==> src/rtl/stopwatch_pkg.sv <==
// rtl/stopwatch_pkg.sv - shared types, constants and BCD helper for the stopwatch
//
// Purpose : FSM state type, BCD digit width/limit and a one-digit BCD
//           incrementer used to build the carry chain in bcd_stopwatch.
// Ports   : none (package)
package stopwatch_pkg;

  localparam int BCD_W = 4;
  localparam logic [BCD_W-1:0] BCD_MAX = 4'd9;

  typedef enum logic [1:0] {
    IDLE  = 2'd0,
    RUN   = 2'd1,
    PAUSE = 2'd2
  } sw_state_e;

  // Returns {carry_out, next_digit}. Anything at or above 9 rolls to 0 with a
  // carry, so an out-of-range digit can never persist.
  function automatic logic [BCD_W:0] bcd_inc(input logic [BCD_W-1:0] digit,
                                             input logic             cin);
    logic [BCD_W:0] res;
    if (!cin) begin
      res = {1'b0, digit};
    end else if (digit >= BCD_MAX) begin
      res = {1'b1, {BCD_W{1'b0}}};
    end else begin
      res = {1'b0, digit + BCD_W'(1)};
    end
    return res;
  endfunction

endpackage

==> src/rtl/btn_debounce.sv <==
// rtl/btn_debounce.sv - push-button synchroniser, debouncer and press-pulse generator
//
// Purpose : turns a raw asynchronous active-high button into a single-cycle
//           press pulse. Raw -> 2-FF sync -> stable counter -> debounced
//           level; a rising edge of the debounced level gives o_press.
//           Press-to-pulse-visible latency is DEBOUNCE_CYCLES+2 edges, so the
//           consumer registering the pulse reacts DEBOUNCE_CYCLES+3 edges
//           after the raw rise.
// Ports   : i_clk    in  1  clock
//           i_rst_n  in  1  asynchronous active-low reset
//           i_btn    in  1  raw button
//           o_press  out 1  registered one-cycle pulse per accepted press
module btn_debounce #(
  parameter int DEBOUNCE_CYCLES = 20
) (
  input  logic i_clk,
  input  logic i_rst_n,
  input  logic i_btn,
  output logic o_press
);

  localparam int CNT_W = (DEBOUNCE_CYCLES > 1) ? $clog2(DEBOUNCE_CYCLES) : 1;
  localparam logic [CNT_W-1:0] CNT_LAST = CNT_W'(DEBOUNCE_CYCLES - 1);

  logic             r_sync1;
  logic             r_sync2;
  logic             r_level;
  logic             r_press;
  logic [CNT_W-1:0] r_cnt;

  logic w_differs;
  logic w_settle;

  // r_cnt counts consecutive synced samples that disagree with the current
  // debounced level; the DEBOUNCE_CYCLES-th such sample commits the new level.
  assign w_differs = (r_sync2 != r_level);
  assign w_settle  = w_differs && (r_cnt == CNT_LAST);

  always_ff @(posedge i_clk or negedge i_rst_n) begin
    if (!i_rst_n) begin
      r_sync1 <= 1'b0;
      r_sync2 <= 1'b0;
      r_level <= 1'b0;
      r_press <= 1'b0;
      r_cnt   <= '0;
    end else begin
      r_sync1 <= i_btn;
      r_sync2 <= r_sync1;
      // Pulse is raised on the same edge the level commits high, not one later.
      r_press <= w_settle && r_sync2;
      if (!w_differs) begin
        r_cnt <= '0;
      end else if (w_settle) begin
        r_cnt   <= '0;
        r_level <= r_sync2;
      end else begin
        r_cnt <= r_cnt + CNT_W'(1);
      end
    end
  end

  assign o_press = r_press;

endmodule

==> src/rtl/bcd_stopwatch.sv <==
// rtl/bcd_stopwatch.sv - start/pause/clear BCD stopwatch SS.hh feeding a 4-digit display
//
// Purpose : counts 00.00..99.99 in BCD, one hundredth per CLK_DIV clocks
//           while running. Start button toggles run/pause, clear button
//           returns to idle with zeroed digits. Both buttons debounced.
// Ports   : clk_i        in  1  clock
//           rst_i        in  1  asynchronous active-low reset
//           btn_start_i  in  1  raw start/pause button
//           btn_clear_i  in  1  raw clear button
//           counter_0    out 4  tens of seconds (leftmost digit)
//           counter_1    out 4  units of seconds
//           counter_2    out 4  tenths
//           counter_3    out 4  hundredths
//           running_o    out 1  high while in RUN
//           overflow_o   out 1  sticky, set on 99.99 -> 00.00
module bcd_stopwatch
  import stopwatch_pkg::*;
#(
  parameter int CLK_DIV         = 1_000_000,
  parameter int DEBOUNCE_CYCLES = 20
) (
  input  logic             clk_i,
  input  logic             rst_i,
  input  logic             btn_start_i,
  input  logic             btn_clear_i,
  output logic [BCD_W-1:0] counter_0,
  output logic [BCD_W-1:0] counter_1,
  output logic [BCD_W-1:0] counter_2,
  output logic [BCD_W-1:0] counter_3,
  output logic             running_o,
  output logic             overflow_o
);

  localparam int PSC_W = $clog2(CLK_DIV);
  localparam logic [PSC_W-1:0] PSC_LAST = PSC_W'(CLK_DIV - 1);

  logic w_start_press;
  logic w_clear_press;

  btn_debounce #(
    .DEBOUNCE_CYCLES(DEBOUNCE_CYCLES)
  ) u_db_start (
    .i_clk   (clk_i),
    .i_rst_n (rst_i),
    .i_btn   (btn_start_i),
    .o_press (w_start_press)
  );

  btn_debounce #(
    .DEBOUNCE_CYCLES(DEBOUNCE_CYCLES)
  ) u_db_clear (
    .i_clk   (clk_i),
    .i_rst_n (rst_i),
    .i_btn   (btn_clear_i),
    .o_press (w_clear_press)
  );

  sw_state_e        r_state;
  sw_state_e        w_state_nxt;
  logic             r_running;
  logic             r_overflow;
  logic [PSC_W-1:0] r_psc;
  logic             w_tick;

  logic [BCD_W-1:0] r_dig0;
  logic [BCD_W-1:0] r_dig1;
  logic [BCD_W-1:0] r_dig2;
  logic [BCD_W-1:0] r_dig3;
  logic [BCD_W:0]   w_inc0;
  logic [BCD_W:0]   w_inc1;
  logic [BCD_W:0]   w_inc2;
  logic [BCD_W:0]   w_inc3;

  // Clear has priority; a start pulse in the same cycle is dropped.
  always_comb begin
    w_state_nxt = r_state;
    if (w_clear_press) begin
      w_state_nxt = IDLE;
    end else if (w_start_press) begin
      case (r_state)
        IDLE:    w_state_nxt = RUN;
        RUN:     w_state_nxt = PAUSE;
        PAUSE:   w_state_nxt = RUN;
        default: w_state_nxt = IDLE;
      endcase
    end
  end

  always_ff @(posedge clk_i or negedge rst_i) begin
    if (!rst_i) begin
      r_state   <= IDLE;
      r_running <= 1'b0;
    end else begin
      r_state   <= w_state_nxt;
      r_running <= (w_state_nxt == RUN);
    end
  end

  // The prescaler advances on every edge where the current state is RUN,
  // including the edge that leaves RUN; in PAUSE it simply holds, so the
  // partial tick survives a pause/resume.
  assign w_tick = (r_state == RUN) && (r_psc == PSC_LAST);

  always_ff @(posedge clk_i or negedge rst_i) begin
    if (!rst_i) begin
      r_psc <= '0;
    end else if (w_clear_press) begin
      r_psc <= '0;
    end else if (r_state == RUN) begin
      r_psc <= w_tick ? '0 : r_psc + PSC_W'(1);
    end
  end

  // Ripple carry from hundredths up to tens of seconds.
  assign w_inc3 = bcd_inc(r_dig3, w_tick);
  assign w_inc2 = bcd_inc(r_dig2, w_inc3[BCD_W]);
  assign w_inc1 = bcd_inc(r_dig1, w_inc2[BCD_W]);
  assign w_inc0 = bcd_inc(r_dig0, w_inc1[BCD_W]);

  always_ff @(posedge clk_i or negedge rst_i) begin
    if (!rst_i) begin
      r_dig0     <= '0;
      r_dig1     <= '0;
      r_dig2     <= '0;
      r_dig3     <= '0;
      r_overflow <= 1'b0;
    end else if (w_clear_press) begin
      r_dig0     <= '0;
      r_dig1     <= '0;
      r_dig2     <= '0;
      r_dig3     <= '0;
      r_overflow <= 1'b0;
    end else begin
      r_dig0 <= w_inc0[BCD_W-1:0];
      r_dig1 <= w_inc1[BCD_W-1:0];
      r_dig2 <= w_inc2[BCD_W-1:0];
      r_dig3 <= w_inc3[BCD_W-1:0];
      // Carry out of the top digit means 99.99 wrapped to 00.00.
      if (w_inc0[BCD_W]) begin
        r_overflow <= 1'b1;
      end
    end
  end

  assign counter_0  = r_dig0;
  assign counter_1  = r_dig1;
  assign counter_2  = r_dig2;
  assign counter_3  = r_dig3;
  assign running_o  = r_running;
  assign overflow_o = r_overflow;

endmodule
==> config.mk <==
export PLATFORM = sky130hd
export DESIGN_NAME = bcd_stopwatch
export DESIGN_NICKNAME = d
export VERILOG_FILES = /design/src/rtl/stopwatch_pkg.sv /design/src/rtl/btn_debounce.sv /design/src/rtl/bcd_stopwatch.sv
export SDC_FILE = /design/constraint.sdc
export NUM_CORES = 1
export LEC_CHECK = 0
export CAP_MARGIN = 5
export CORE_MARGIN = 2
export CORE_UTILIZATION = 57
export DETAILED_ROUTE_END_ITERATION = 16
export DONT_BUFFER_PORTS = 1
export PLACE_DENSITY = 0.84
export SYNTH_ARGS = -nofsm -noshare
export SYNTH_HDL_FRONTEND = slang
export SYNTH_SLANG_ARGS = --single-unit
==> constraint.sdc <==
create_clock -name clk_i -period 1.95 [get_ports clk_i]
set_input_delay 0.39 -clock clk_i [delete_from_list [all_inputs] [get_ports clk_i]]
set_output_delay 0.39 -clock clk_i [all_outputs]
set_load 0.01 [all_outputs]
After elaboration in Yosys (flattened, before gate mapping)

Index checks and enable logic that the tools add are counted.

Input port bits: 4
Output and inout port bits: 18
Word-level logic and storage cells: 76
Bits in registers: 58

Order comparisons: 4
Reductions and logical operators: 15
Multiplexer cells: 24
Add/subtract/negate cells: 7
Equal/unequal tests: 8

Operator list:

| cell                                                            | count |
|---|---|
| 20-bit two-way mux                                              | 3 |
| 5-bit two-way mux                                               | 12 |
| 20-bit by 1-bit adder with 20-bit output, second input constant | 1 |
| 20-bit == test, second input constant                           | 1 |
| 4-bit by 1-bit adder with 4-bit output, second input constant   | 4 |
| 4-bit greater-or-equal comparator, second input constant        | 4 |
| 4-bit two-way mux                                               | 4 |
| 2-bit nonzero test                                              | 6 |
| 5-bit by 1-bit adder with 5-bit output, second input constant   | 2 |
| 5-bit == test, second input constant                            | 2 |
| 1-bit logical AND                                               | 5 |
| 2-bit by 1-bit == test with 1-bit output, second input constant | 2 |
| 2-bit two-way mux                                               | 2 |
| 2-bit case mux with 2 select lines                              | 1 |
| 2-bit AND reduction                                             | 2 |
| 2-bit == test, second input constant                            | 1 |
| 2-bit zero test                                                 | 1 |
| 1-bit two-way mux                                               | 2 |
| 1-bit != test                                                   | 2 |
| 2-bit OR reduction                                              | 1 |

Depth between registers and ports, before layout

Gate-level depths: netlist (run 1).

Word-level depth: 8
Gate-level depth with buffers: 8
Mapped depth without buffers: 7

Modules after synthesis

Synthesis (run 1) repeated with hierarchy kept, for this count alone.

Cells, all modules: 282
Area, all modules: 2946.6 µm²

By module, submodules not included:

| module        | cells each | instances | area each (µm²) | seq. area each (µm²) |
|---|---|---|---|---|
| bcd_stopwatch | 232        | 1         | 2230.9          | 1001.0 |
| btn_debounce  | 25         | 2         | 357.8           | 225.2 |

Worst setup path after synthesis (run 1)

No wires, ideal clock.

Path type: register to register
From: reg r_dig3[0], in the netlist counter_3[0]
To: reg r_dig0[3], in the netlist counter_0[3]
Cell stages (with the launch flop): 9
Path buffers: 1
Data arrival time: 2039 ps
Library setup time: 77 ps
Period minus slack after synthesis: 2116 ps
Data required time: 1873 ps
Slack: -166 ps
Cell sequence: dfrtp_1 > inv_1 > ha_1 > or3b_2 > nand4_2 > or3_1 > clkbuf_2 > or4_1 > a21oi_1

Longest elaborated chain between the ends: 6

Ends and longest elaborated chain:

| element                           | line                 | source |
|---|---|---|
| from (decl)                       | bcd_stopwatch.sv:68  | `logic [BCD_W-1:0] r_dig3;` |
| from (signal assigned)            | bcd_stopwatch.sv:137 | `r_dig3 <= w_inc3[BCD_W-1:0];` |
| 4-bit greater-or-equal comparator | stopwatch_pkg.sv:24  | `end else if (digit >= BCD_MAX) begin` |
| 5-bit two-way mux                 | stopwatch_pkg.sv:24  |  |
| 5-bit two-way mux (3 in series)   | stopwatch_pkg.sv:22  | `if (!cin) begin` |
| 2-bit nonzero test (no line)      | --                   |  |
| to (signal assigned)              | bcd_stopwatch.sv:134 | `r_dig0 <= w_inc0[BCD_W-1:0];` |
| to (decl)                         | bcd_stopwatch.sv:65  | `logic [BCD_W-1:0] r_dig0;` |

Every way passes these cells. The select of a mux whose other input is x is not followed.
A chain may end at the register's enable or synchronous reset.

Worst setup path in the final report (run 1)

From: reg r_state[1]
To: reg r_dig0[3], in the netlist counter_0[3]

Longest elaborated chain between the ends: 6

Ends and longest elaborated chain:

| element                                  | line                 | source |
|---|---|---|
| from (decl)                              | bcd_stopwatch.sv:58  | `sw_state_e r_state;` |
| from (signal assigned)                   | bcd_stopwatch.sv:94  | `r_state <= w_state_nxt;` |
| 2-bit by 1-bit == test with 1-bit output | bcd_stopwatch.sv:102 | `assign w_tick = (r_state == RUN) && (r_psc == PSC_LAST);` |
| 1-bit logical AND                        | bcd_stopwatch.sv:102 |  |
| 5-bit two-way mux (3 in series)          | stopwatch_pkg.sv:22  |  |
| 2-bit nonzero test (no line)             | --                   |  |

Every way passes these cells. The select of a mux whose other input is x is not followed.

==> results of run 1 <==
logic make-up (layout without fill, tap and decap cells):
| logic type | count (synthesis) | in the layout | synth area share |
|---|---|---|---|
| mux | 3 | 3 | 0.0107 |
| flops | 58 | 58 | 0.477 |
| xor+xnor | 21 | 21 | 0.0604 |
| simple gates | 130 | 130 | 0.233 |
| buf+inv | 24 | 79 | 0.0362 |
| compound gates | 55 | 55 | 0.122 |
| fa+ha+maj | 15 | 15 | 0.0617 |
timing repair:
| action | CTS | global route |
|---|---|---|
| hold buffers | 2 | 0 |
| hold endpoints to repair | 58 | 0 |
| setup endpoints to repair | 2 | 24 |
| resized for setup | 0 | 15 |
| buffers inserted | 0 | 6 |
| pin swaps | 0 | 5 |
per-stage QoR:
step,power [mW],area [µm²],setup WS [ns],TNS [ns],hold WS [ns]
after CTS,2.22,3610,-0.00450,-0.00763,0.0611
after floorplan,1.27,3060,-0.0871,-0.0871,0.0944
after global routing,2.29,3730,-0.117,-0.263,0.0534
after global placement,1.27,3410,0.0748,0,0.0957
final,2.19,3730,-0.0425,-0.0425,0.0773
after detailed placement,1.27,3410,0.00460,0,0.0959
registers in the layout, indices dropped and copies added (netlist names):
name,flops
u_db_clear.r_level,1
u_db_start.r_sync1,1
u_db_start.r_level,1
running_o,1
r_state,2
u_db_clear.r_sync2,1
u_db_start.r_cnt,5
counter_1,4
u_db_start.r_sync2,1
u_db_start.o_press,1
overflow_o,1
counter_0,4
u_db_clear.r_cnt,5
u_db_clear.r_sync1,1
counter_3,4
counter_2,4
r_psc,20
u_db_clear.o_press,1
worst max-delay path by stage:
stage / from / to / slack (ns) / cells past startpoint
finish: r_state[1] / counter_0[3] / -0.04 / 5
global route: r_state[1] / counter_0[3] / -0.12 / 5
CTS: counter_3[0] / counter_0[3] / -0.004 / 7
detailed placement: r_state[1] / counter_1[2] / 0.005 / 5
global placement: counter_3[0] / counter_0[3] / 0.07 / 7
floorplan: counter_3[1] / counter_0[3] / -0.09 / 8
per-layer routing:
layer | wire (µm) | up-vias | GRT usage
li1 | - | 1196 | -
met1 | 2800 | 1220 | 0.287
met2 | 3430 | 97 | 0.410
met3 | 362 | 27 | 0.0647
met4 | 216 | 0 | 0.111
met5 | 0 | - | 0
where the power goes:
part,internal (mW),switching [mW],total [mW]
registers,1.22,0.0100,1.23
logic,0.0188,0.0351,0.0539
clock network,0.443,0.468,0.911
total,1.68,0.514,2.19
critical path, delay by kind of cell (launching register included):
family | cells | cell delay [ns]
AND/OR/NAND/NOR | 4 | 1.36
flip-flops | 1 | 0.44
AO/OA/AOI/OAI | 1 | 0.12
layout make-up:
| cell class | count | area, µm² | share of cell area |
|---|---|---|---|
| Multi-Input combinational cell | 224 | 1580 | 0.423 |
| Clock inverter | 6 | 35.0 | 0.00939 |
| Sequential cell | 58 | 1450 | 0.389 |
| Timing Repair Buffer | 48 | 395 | 0.106 |
| Inverter | 16 | 60.1 | 0.0161 |
| Clock buffer | 9 | 124 | 0.0332 |
| Tap cell | 70 | 87.6 | 0.0235 |
layout by cell type, fill, tap and decap left out, types with 6 or more instances in the layout:
| cell | netlist | routed |
|---|---|---|
| and3_1 | 7 | 7 |
| nor2_1 | 36 | 35 |
| clkbuf_8 | 0 | 9 |
| nand2_1 | 21 | 21 |
| buf_4 | 1 | 45 |
| dfrtp_1 | 58 | 57 |
| nor3_1 | 8 | 8 |
| xor2_1 | 9 | 9 |
| a21oi_1 | 12 | 11 |
| inv_1 | 15 | 12 |
| a31oi_1 | 6 | 6 |
| ha_1 | 15 | 13 |
| o21ai_0 | 10 | 10 |
| nand3_1 | 22 | 22 |
| xnor2_1 | 12 | 12 |
==> metrics.txt, run 1 <==
Setup Crit Path Kind=reg2reg; first-pass GRT wire length=11300 µm; critical path endpoint category=register; critical path data required time=2.22 ns; slowest CP cell=or4_4; R2R Setup Slk=-0.04 ns; routed len/inst=15.8 µm; FF-to-FF End=counter_0[3]; sequential cell area fraction in the yosys report=0.477; PortBufs=0; Routed WL=6810 µm; min-delay src=btn_clear_i; total track usage=0.242; final core occ=0.726; Layout area overhead=22.6%; syn nets=325; Final WS setup=-0.0425 ns; fin nets=376; CTS tree=built; r2r worst-path depth=5; hold path endpoint=u_db_clear.r_sync1; drt drc=0; H-tree Lvls=3; Hold Crit Depth=0; status=finished, violations left; Fin Clk Skew=0.00648 ns; violated checks=negative setup slack; final hold violations=0; Crit Reg-Reg Startpoint=r_state[1]; Crit path arrival time=2.26 ns; layout cells sized above 1=0.247; worst-path maximum fanout=5; Finished Layout Cells=431; largest cells by area after synthesis=dfrtp_1 48%, ha_1 6.2%, nor2_1 4.4%; Peak Freq=502 MHz; Post-Syn Instances=306; worst-skew pair later-pin latency=0.34 ns; Initial DRT Pass Iterations=4; number of routed nets with antenna violations=0; Initial Util=0.592; clk root buf=clkbuf_8; Core ar.=0.00514 mm²; die area=0.00594 mm²; GPL Wtd Cong=0.858; post-synthesis cell type count=55; min Tclk post-route=1.99 ns; Cells after DPL=408; vias in the first global route=2478; Worst-Margin Slew=0.486 ns; # IOs=22; warning count from the yosys run=0; async set or reset register ratio after synthesis=1.00; RSZ-0062 raised after global routing=true; # diodes=0; die height=77.1 µm; Die X=77.1 µm; FP Rows=26; synth cell count leaders=58 x dfrtp_1, 36 x nor2_1, 22 x nand3_1, 21 x nand2_1; Synth Register Bits=58; dominant cell type by area after synthesis=dfrtp_1; maximum VDD drop=514 µV; Num CTS Buffers=9; top-area cell type share of the netlist area=0.477; EDFF count, synth=0; pins over their slew limit=0; CP Launch Type=register; GR Overflow Total=0; most frequent cell after synthesis=dfrtp_1; largest net degree at the start of global routing=59; crit-path cells=nor3b_4, nand4_4, or3_4, or4_4, a21oi_2; post-route clock period utilization=1.02; P_leak=1.76 nW; Detailed Route Iter0 Violations=209; average size of a mapped cell=9.95 µm²; vias per cell=5.89; CTS Buffer Depth=2; DR vias=2540; PwrDens=588 mW/mm²; final setup vio count=1; initial antenna violation count=0; Detail Placement HPWL=4590 µm; Fill cells=370; CP max stage delay=0.52 ns; Post-synth top flop=dfrtp_1; CTS Sinks=58; worst min path class=in2reg; max_slew headroom=0.675; clock slew at reported path FFs=0.07 ns; max cap viols=0; synthesized cell area=0.00304 mm²
Note: power is estimated with default switching activity, not from simulation.
==> run 2, diff against run 1 <==
Settings changed: CORE_UTILIZATION 57 to 35, CTS_CLUSTER_SIZE set to 16, PLACE_DENSITY 0.84 to 0.58.
Clock period 1.95 ns to 2.2 ns, I/O delays scaled along.
==> run 2 against run 1 <==
  * The flow now finishes without violations
  * Routed wire length shrank 10%
  * Register-to-register slack better by 0.17 ns
  * Global-route usage down 9.9 points
  * Largest power group unchanged
  * Critical path type unchanged
  * Critical path depth is 2 higher
  * Sequential share of layout area is 2.3 points higher
  * Total power down 7.2%
==> metrics.txt, run 2 (synthesis gave the netlist of run 1 again) <==
Reg power frac=0.535 (-0.025); Setup Crit Path Kind=reg2reg; Fill cells=844 (+130%); largest net degree at the start of global routing=59 (unchanged); Initial Util=0.354 (-0.238); number of routed nets with antenna violations=0 (unchanged); Core ar.=0.00859 mm² (+67%); initial antenna violation count=0 (unchanged); max reg flops=20 (unchanged); area of the multi-input gates=0.00149 mm² (-5.6%); DR vias=2265 (-11%); vias in the first global route=2351 (-5.1%); most common cell after layout, fill and taps aside=dfrtp_1; maximum VDD drop=361 µV (-30%); final setup vio count=0 (-1); post-route clock period utilization=0.944 (-0.0783); PortBufs=0 (unchanged); RSZ-0062 raised after global routing=false; die area=0.00946 mm² (+59%); clk root buf=clkbuf_8; critical path data required time=2.46 ns (+0.24 ns); met1 Use GR=0.180 (-0.107); register area=0.00145 mm² (about the same); Num CTS Buffers=9 (unchanged); GRT busiest layer=met2; clock slew at reported path FFs=0.07 ns (about the same); first-pass GRT wire length=10900 µm (-3.0%); FP Rows=34 (+31%); Initial DRT Pass Iterations=4 (unchanged); vias per cell=5.08 (-14%); critical path endpoint category=register; worst-skew pair later-pin latency=0.34 ns (about the same); setup_tns=0 ns (+0.0425 ns); # IOs=22 (unchanged); GPL Wtd Cong=0.831 (-3.1%); CP max stage delay=0.48 ns (-0.04 ns); Worst-Margin Slew=0.608 ns (+0.122 ns); max cap viols=0 (unchanged); pins over their slew limit=0 (unchanged); Layout area overhead=15.7%; drt drc=0 (unchanged); crit-path cells=inv_1, ha_1, or3b_2, nand4_2, or3_1, or4_1, a21oi_1; CTS tree=built; CTS Buffer Depth=2 (unchanged); FF-to-FF End=counter_0[3]; P_leak=1.65 nW (-6.3%); Power, Total=2.03 mW (-7.2%); worst min path class=in2reg; Top Registers=r_psc (20), u_db_clear.r_cnt (5), u_db_start.r_cnt (5); R2R Setup Slk=0.12 ns (+0.17 ns); Fin Clk Skew=0.00661 ns (+0.000129 ns); Comb power frac=0.023 (-0.002); GR Overflow Total=0 (unchanged); fin nets=352 (-6.4%); post-CTS setup repair buffer count=0 (unchanged); critical path endpoint=counter_0[3]; # diodes=0 (unchanged); met3 usage=0.0518 (-0.0129); H-tree Lvls=3 (unchanged); Detailed Route Iter0 Violations=124 (-41%); CP Launch Type=register; r2r worst-path depth=7 (+2); M2 GR Usage=0.225 (-0.185); PwrDens=578 mW/mm² (-1.7%); status=finished, final reports clean; Crit Reg-Reg Startpoint=counter_3[0]; Crit. Startpoint=counter_3[0]; Crit path arrival time=2.34 ns (+0.08 ns); Routed WL=6110 µm (-10%); Largest Register=r_psc; total track usage=0.142 (-0.0994); P_int=1.59 mW (-5.0%); routed len/inst=13.7 µm (-13%); max_slew headroom=0.591 (-0.0835); most frequent cells in the layout=58 x dfrtp_1, 36 x nor2_1, 22 x nand3_1, 22 x buf_4, 21 x nand2_1; slowest CP cell=or4_1; sw frac=0.217 (-0.0177); die height=97.3 µm (+26%); final hold violations=0 (unchanged); CTS Sinks=58 (unchanged); layout cells sized above 1=0.148 (-0.0986); min Tclk post-route=2.08 ns (+0.0833 ns); Psw=0.441 mW (-14%); worst-path maximum fanout=6 (+1); Peak Freq=482 MHz (-4.0%); Detail Placement HPWL=4220 µm (-8.1%); Die X=97.3 µm (+26%); clock network power share=0.442 (+0.027)
## run 2: stage by stage
step	area [µm²]	hold WS, ns	setup slack, ns	util	instances
after global routing	3520	0.0988	0.000103	0.410	446
after detailed placement	3290	0.146	0.162	0.383	428
after CTS	3510	0.107	0.143	0.409	446
final	3520	0.128	0.124	0.410	446
after floorplan	3040	0.144	0.0838	-	306
after global placement	3290	0.146	0.234	0.383	428
## run 2: repair_timing
item / CTS / global route
hold buffers: 2 / 0
setup endpoints to repair: 0 / 1
endpoints found under the hold margin: 58 / 0
gates resized for setup: 0 / 1
## run 2: how the worst min path moves through the flow
stage / end / cells past startpoint / from
6_report: u_db_clear.r_sync1 / 0 / btn_clear_i
4_1_cts: u_db_start.r_sync1 / 0 / btn_start_i
3_5_place_dp: counter_2[0] / 0 / rst_i
3_3_place_gp: counter_2[0] / 0 / rst_i
2_1_floorplan: counter_0[0] / 0 / rst_i
5_1_grt: u_db_start.r_sync1 / 0 / btn_start_i
## run 2: layout make-up
cell class,instances,share of cell area
clock inverters,2,0.00284
flip-flops and latches,58,0.412
clock buffers,14,0.0490
repair buffers,24,0.0576
inverters,16,0.0171
well taps,108,0.0384
multi-input cells,224,0.423
## run 2: per-layer routing
metal	vias up	share of wire
met5	-	0
met4	0	0.014
met3	6	0.034
met2	30	0.48
met1	1087	0.47
li1	1142	-
## run 2: power by group through the flow
stage / clock network, mW / logic [mW] / registers, mW
after floorplan: 0 / 0.0167 / 1.11
after global placement: 0 / 0.0197 / 1.11
after detailed placement: 0 / 0.0207 / 1.11
after CTS: 0.939 / 0.0506 / 1.09
after global routing: 0.988 / 0.0571 / 1.09
final: 0.899 / 0.0473 / 1.09
## run 2: critical path: cells and delay by family, from the launching register on
kind                     cells  cell delay [ns]
AO/OA/AOI/OAI                1             0.13
AND/OR/NAND/NOR              4             1.21
flip-flops                   1             0.39
adder cells (fa/ha/maj)      1             0.18
buffers and inverters        1             0.08
==> variant: new RTL, settings of run 2 <==
Register the output `counter_1` once more, cleared by the reset; this adds one clock of latency there. The other outputs are not delayed to match.
--- a/src/rtl/bcd_stopwatch.sv
+++ b/src/rtl/bcd_stopwatch.sv
@@ -143,7 +143,13 @@
   end
 
   assign counter_0  = r_dig0;
-  assign counter_1  = r_dig1;
+  always_ff @(posedge clk_i or negedge rst_i) begin
+    if (!rst_i) begin
+      counter_1 <= '0;
+    end else begin
+      counter_1 <= r_dig1;
+    end
+  end
   assign counter_2  = r_dig2;
   assign counter_3  = r_dig3;
   assign running_o  = r_running;
Check against the original RTL: no difference found for any inputs over 10 cycles, from zero or initial values and one cycle with rst_i low; that may be too few to reach the edited logic, so the function may still have changed.
==> variant against run 2 <==
- largest cell class is now registers
- final area is 7.1% higher
- sequential cell count is 4 higher
- highest routed layer unchanged
- worst setup slack worse by 0.12 ns
- wire length is 12% higher
- total power is 5.8% higher
- critical path type unchanged
- final cell count is 4.0% higher
- area after synthesis is 3.8% higher
- largest power group unchanged
- sequential power is 6% higher
==> variant: results (changes against run 2) <==
Timing
  • Worst Skew: 0.00773 ns (was 0.00661 ns)
  • Worst rel slew slack: 68.2% (was 59.1%)

Synthesis
  • Post-Syn Area per Cell: 10.0 sq um (was 9.95 sq um)
  • Ys Warns: 0 (unchanged)
  • Post-synthesis async set-or-reset flop share: 100% (unchanged)
  • Synth area leaders: dfrtp_1, ha_1, a21oi_1 (was dfrtp_1, ha_1, nor2_1)
  • Top post-synthesis cells by count: dfrtp_1, a21oi_1, nor2_1 (was dfrtp_1, nor2_1, nand3_1)
  • Sequential area share after synthesis: 49.1% (was 47.7%)
  • Syn Nets: 335 (was 325)
  • Post-synth cell types: 48 (was 55)

Clock tree
  • CTS Buffer Depth: 2 (unchanged)
  • Setup Buffers After CTS: 1 (was 0)
  • Worst-path clk slew: 0.07 ns (about the same)

Detailed routing
  • Final wirelength: 6830 um (was 6110 um)
  • DR vias: 2,509 (was 2,265)

GRT
  • First-pass GRT wire length: 11,700 um (was 10,900 um)
  • Pin count of the biggest net entering global routing: 63 (was 59)
  • All-Layer GR Usage: 14.8% (was 14.2%)

Place
  • Post-Place Cells: 442 (was 428)
  • DP Area: 0.00349 sq mm (was 0.00329 sq mm)
  • Global placer's final weighted congestion: 0.853 (was 0.831)
  • DP HPWL: 4680 um (was 4220 um)

Worst hold path
  • Hold/Removal Path Class: input pin to flip-flop (unchanged)

Setup path
  • Slowest library cell on the worst path: or4_4 (was or4_1)
  • Crit-path max cell delay: 0.56 ns (was 0.48 ns)
  • Arrival @ worst endpoint: 2.43 ns (was 2.34 ns)

Pwr
  • Sw frac: 22.6% (was 21.7%)
  • VDD IR-drop max: 0.213 mV (was 0.361 mV)
  • Lkg Pwr: 1.64 nW (was 1.65 nW)

Finish
  • Final Non-Filler Cells: 464 (was 446)
  • Layout cells sized above 1: 18.0% (was 14.8%)
  • Final nets: 370 (was 352)

Outcome
  • Outcome: finished, final reports clean (unchanged)
-- variant: cell count changes in the layout (fill, tap and decap cells not counted), moves of 7 or more --
| cell | before | now |
|---|---|---|
| nor2_1 | 36 | 22 |
| nand3_1 | 22 | 15 |
| xnor2_1 | 12 | 4 |
| nand4_1 | 3 | 15 |
| a21oi_1 | 12 | 25 |
| buf_4 | 22 | 32 |
-- variant: area by class of cell --
class,count,area (sq um)
flip-flops and latches,62,1550
fillers,823,4950
inverters,14,52.6
well taps,108,135
multi-input cells,228,1540
repair buffers,36,309
clock buffers,13,169
clock inverters,3,17.5
-- variant: cells by family (layout without fill, tap and decap cells) --
family,after synthesis,count (layout),share of synthesized area [%]
AND/OR/NAND/NOR,122,122,21.9
AO/OA/AOI/OAI,72,72,14.4
flip-flops,62,62,49.1
buffers and inverters,26,66,3.21
XOR/XNOR,16,16,4.43
adder cells (fa/ha/maj),15,15,5.94
multiplexers,3,3,1.03
-- variant: power groups by stage --
stage	combinational (W)	sequential, W	clock, W
after global placement	0.0000192	0.00118	0
final	0.0000492	0.00116	0.000943
after CTS	0.0000513	0.00116	0.000974
after floorplan	0.0000167	0.00118	0
after global routing	0.0000569	0.00116	0.00102
after detailed placement	0.0000198	0.00118	0
-- variant: per-layer routing --
layer | vias up | part of all wire (%) | GRT usage, %
met4 | 0 | 1.5 | 5.27
li1 | 1244 | - | -
met3 | 11 | 4.4 | 4.68
met1 | 1211 | 46 | 19.1
met2 | 43 | 48 | 23.4
met5 | - | 0 | 0
-- variant: per-stage QoR --
stage / TNS (ns) / power (W) / worst slack (ns)
2_1_floorplan: 0 / 0.00120 / 0.0456
3_3_place_gp: 0 / 0.00120 / 0.00501
3_5_place_dp: -0.00813 / 0.00120 / -0.00416
4_1_cts: -0.00627 / 0.00219 / -0.00329
5_1_grt: -0.0704 / 0.00224 / -0.0417
6_report: 0 / 0.00215 / 0.00268
-- variant: path summary, 6_finish.rpt --
kind	start	to	slack, ns	cells after the start
max in group asynchronous	rst_i	r_psc[17]$_DFFE_PN0P_	1.25	2
worst min-delay path	btn_start_i	u_db_start.r_sync1$_DFF_PN0_	0.13	0
worst max register to register	r_psc[8]$_DFFE_PN0P_	counter_0[3]$_DFFE_PN0P_	0.003	4
worst min register to register	u_db_start.r_sync1$_DFF_PN0_	u_db_start.r_sync2$_DFF_PN0_	0.35	0
min in group asynchronous	rst_i	overflow_o$_DFFE_PN0P_	0.67	2
worst max-delay path	r_psc[8]$_DFFE_PN0P_	counter_0[3]$_DFFE_PN0P_	0.003	4
-- variant: worst register-to-register path: stages (launching register included) --
cell	delay [ns]
dfrtp_1	0.38
or4b_4	0.53
or4_4	0.47
or4_4	0.56
o211a_1	0.14
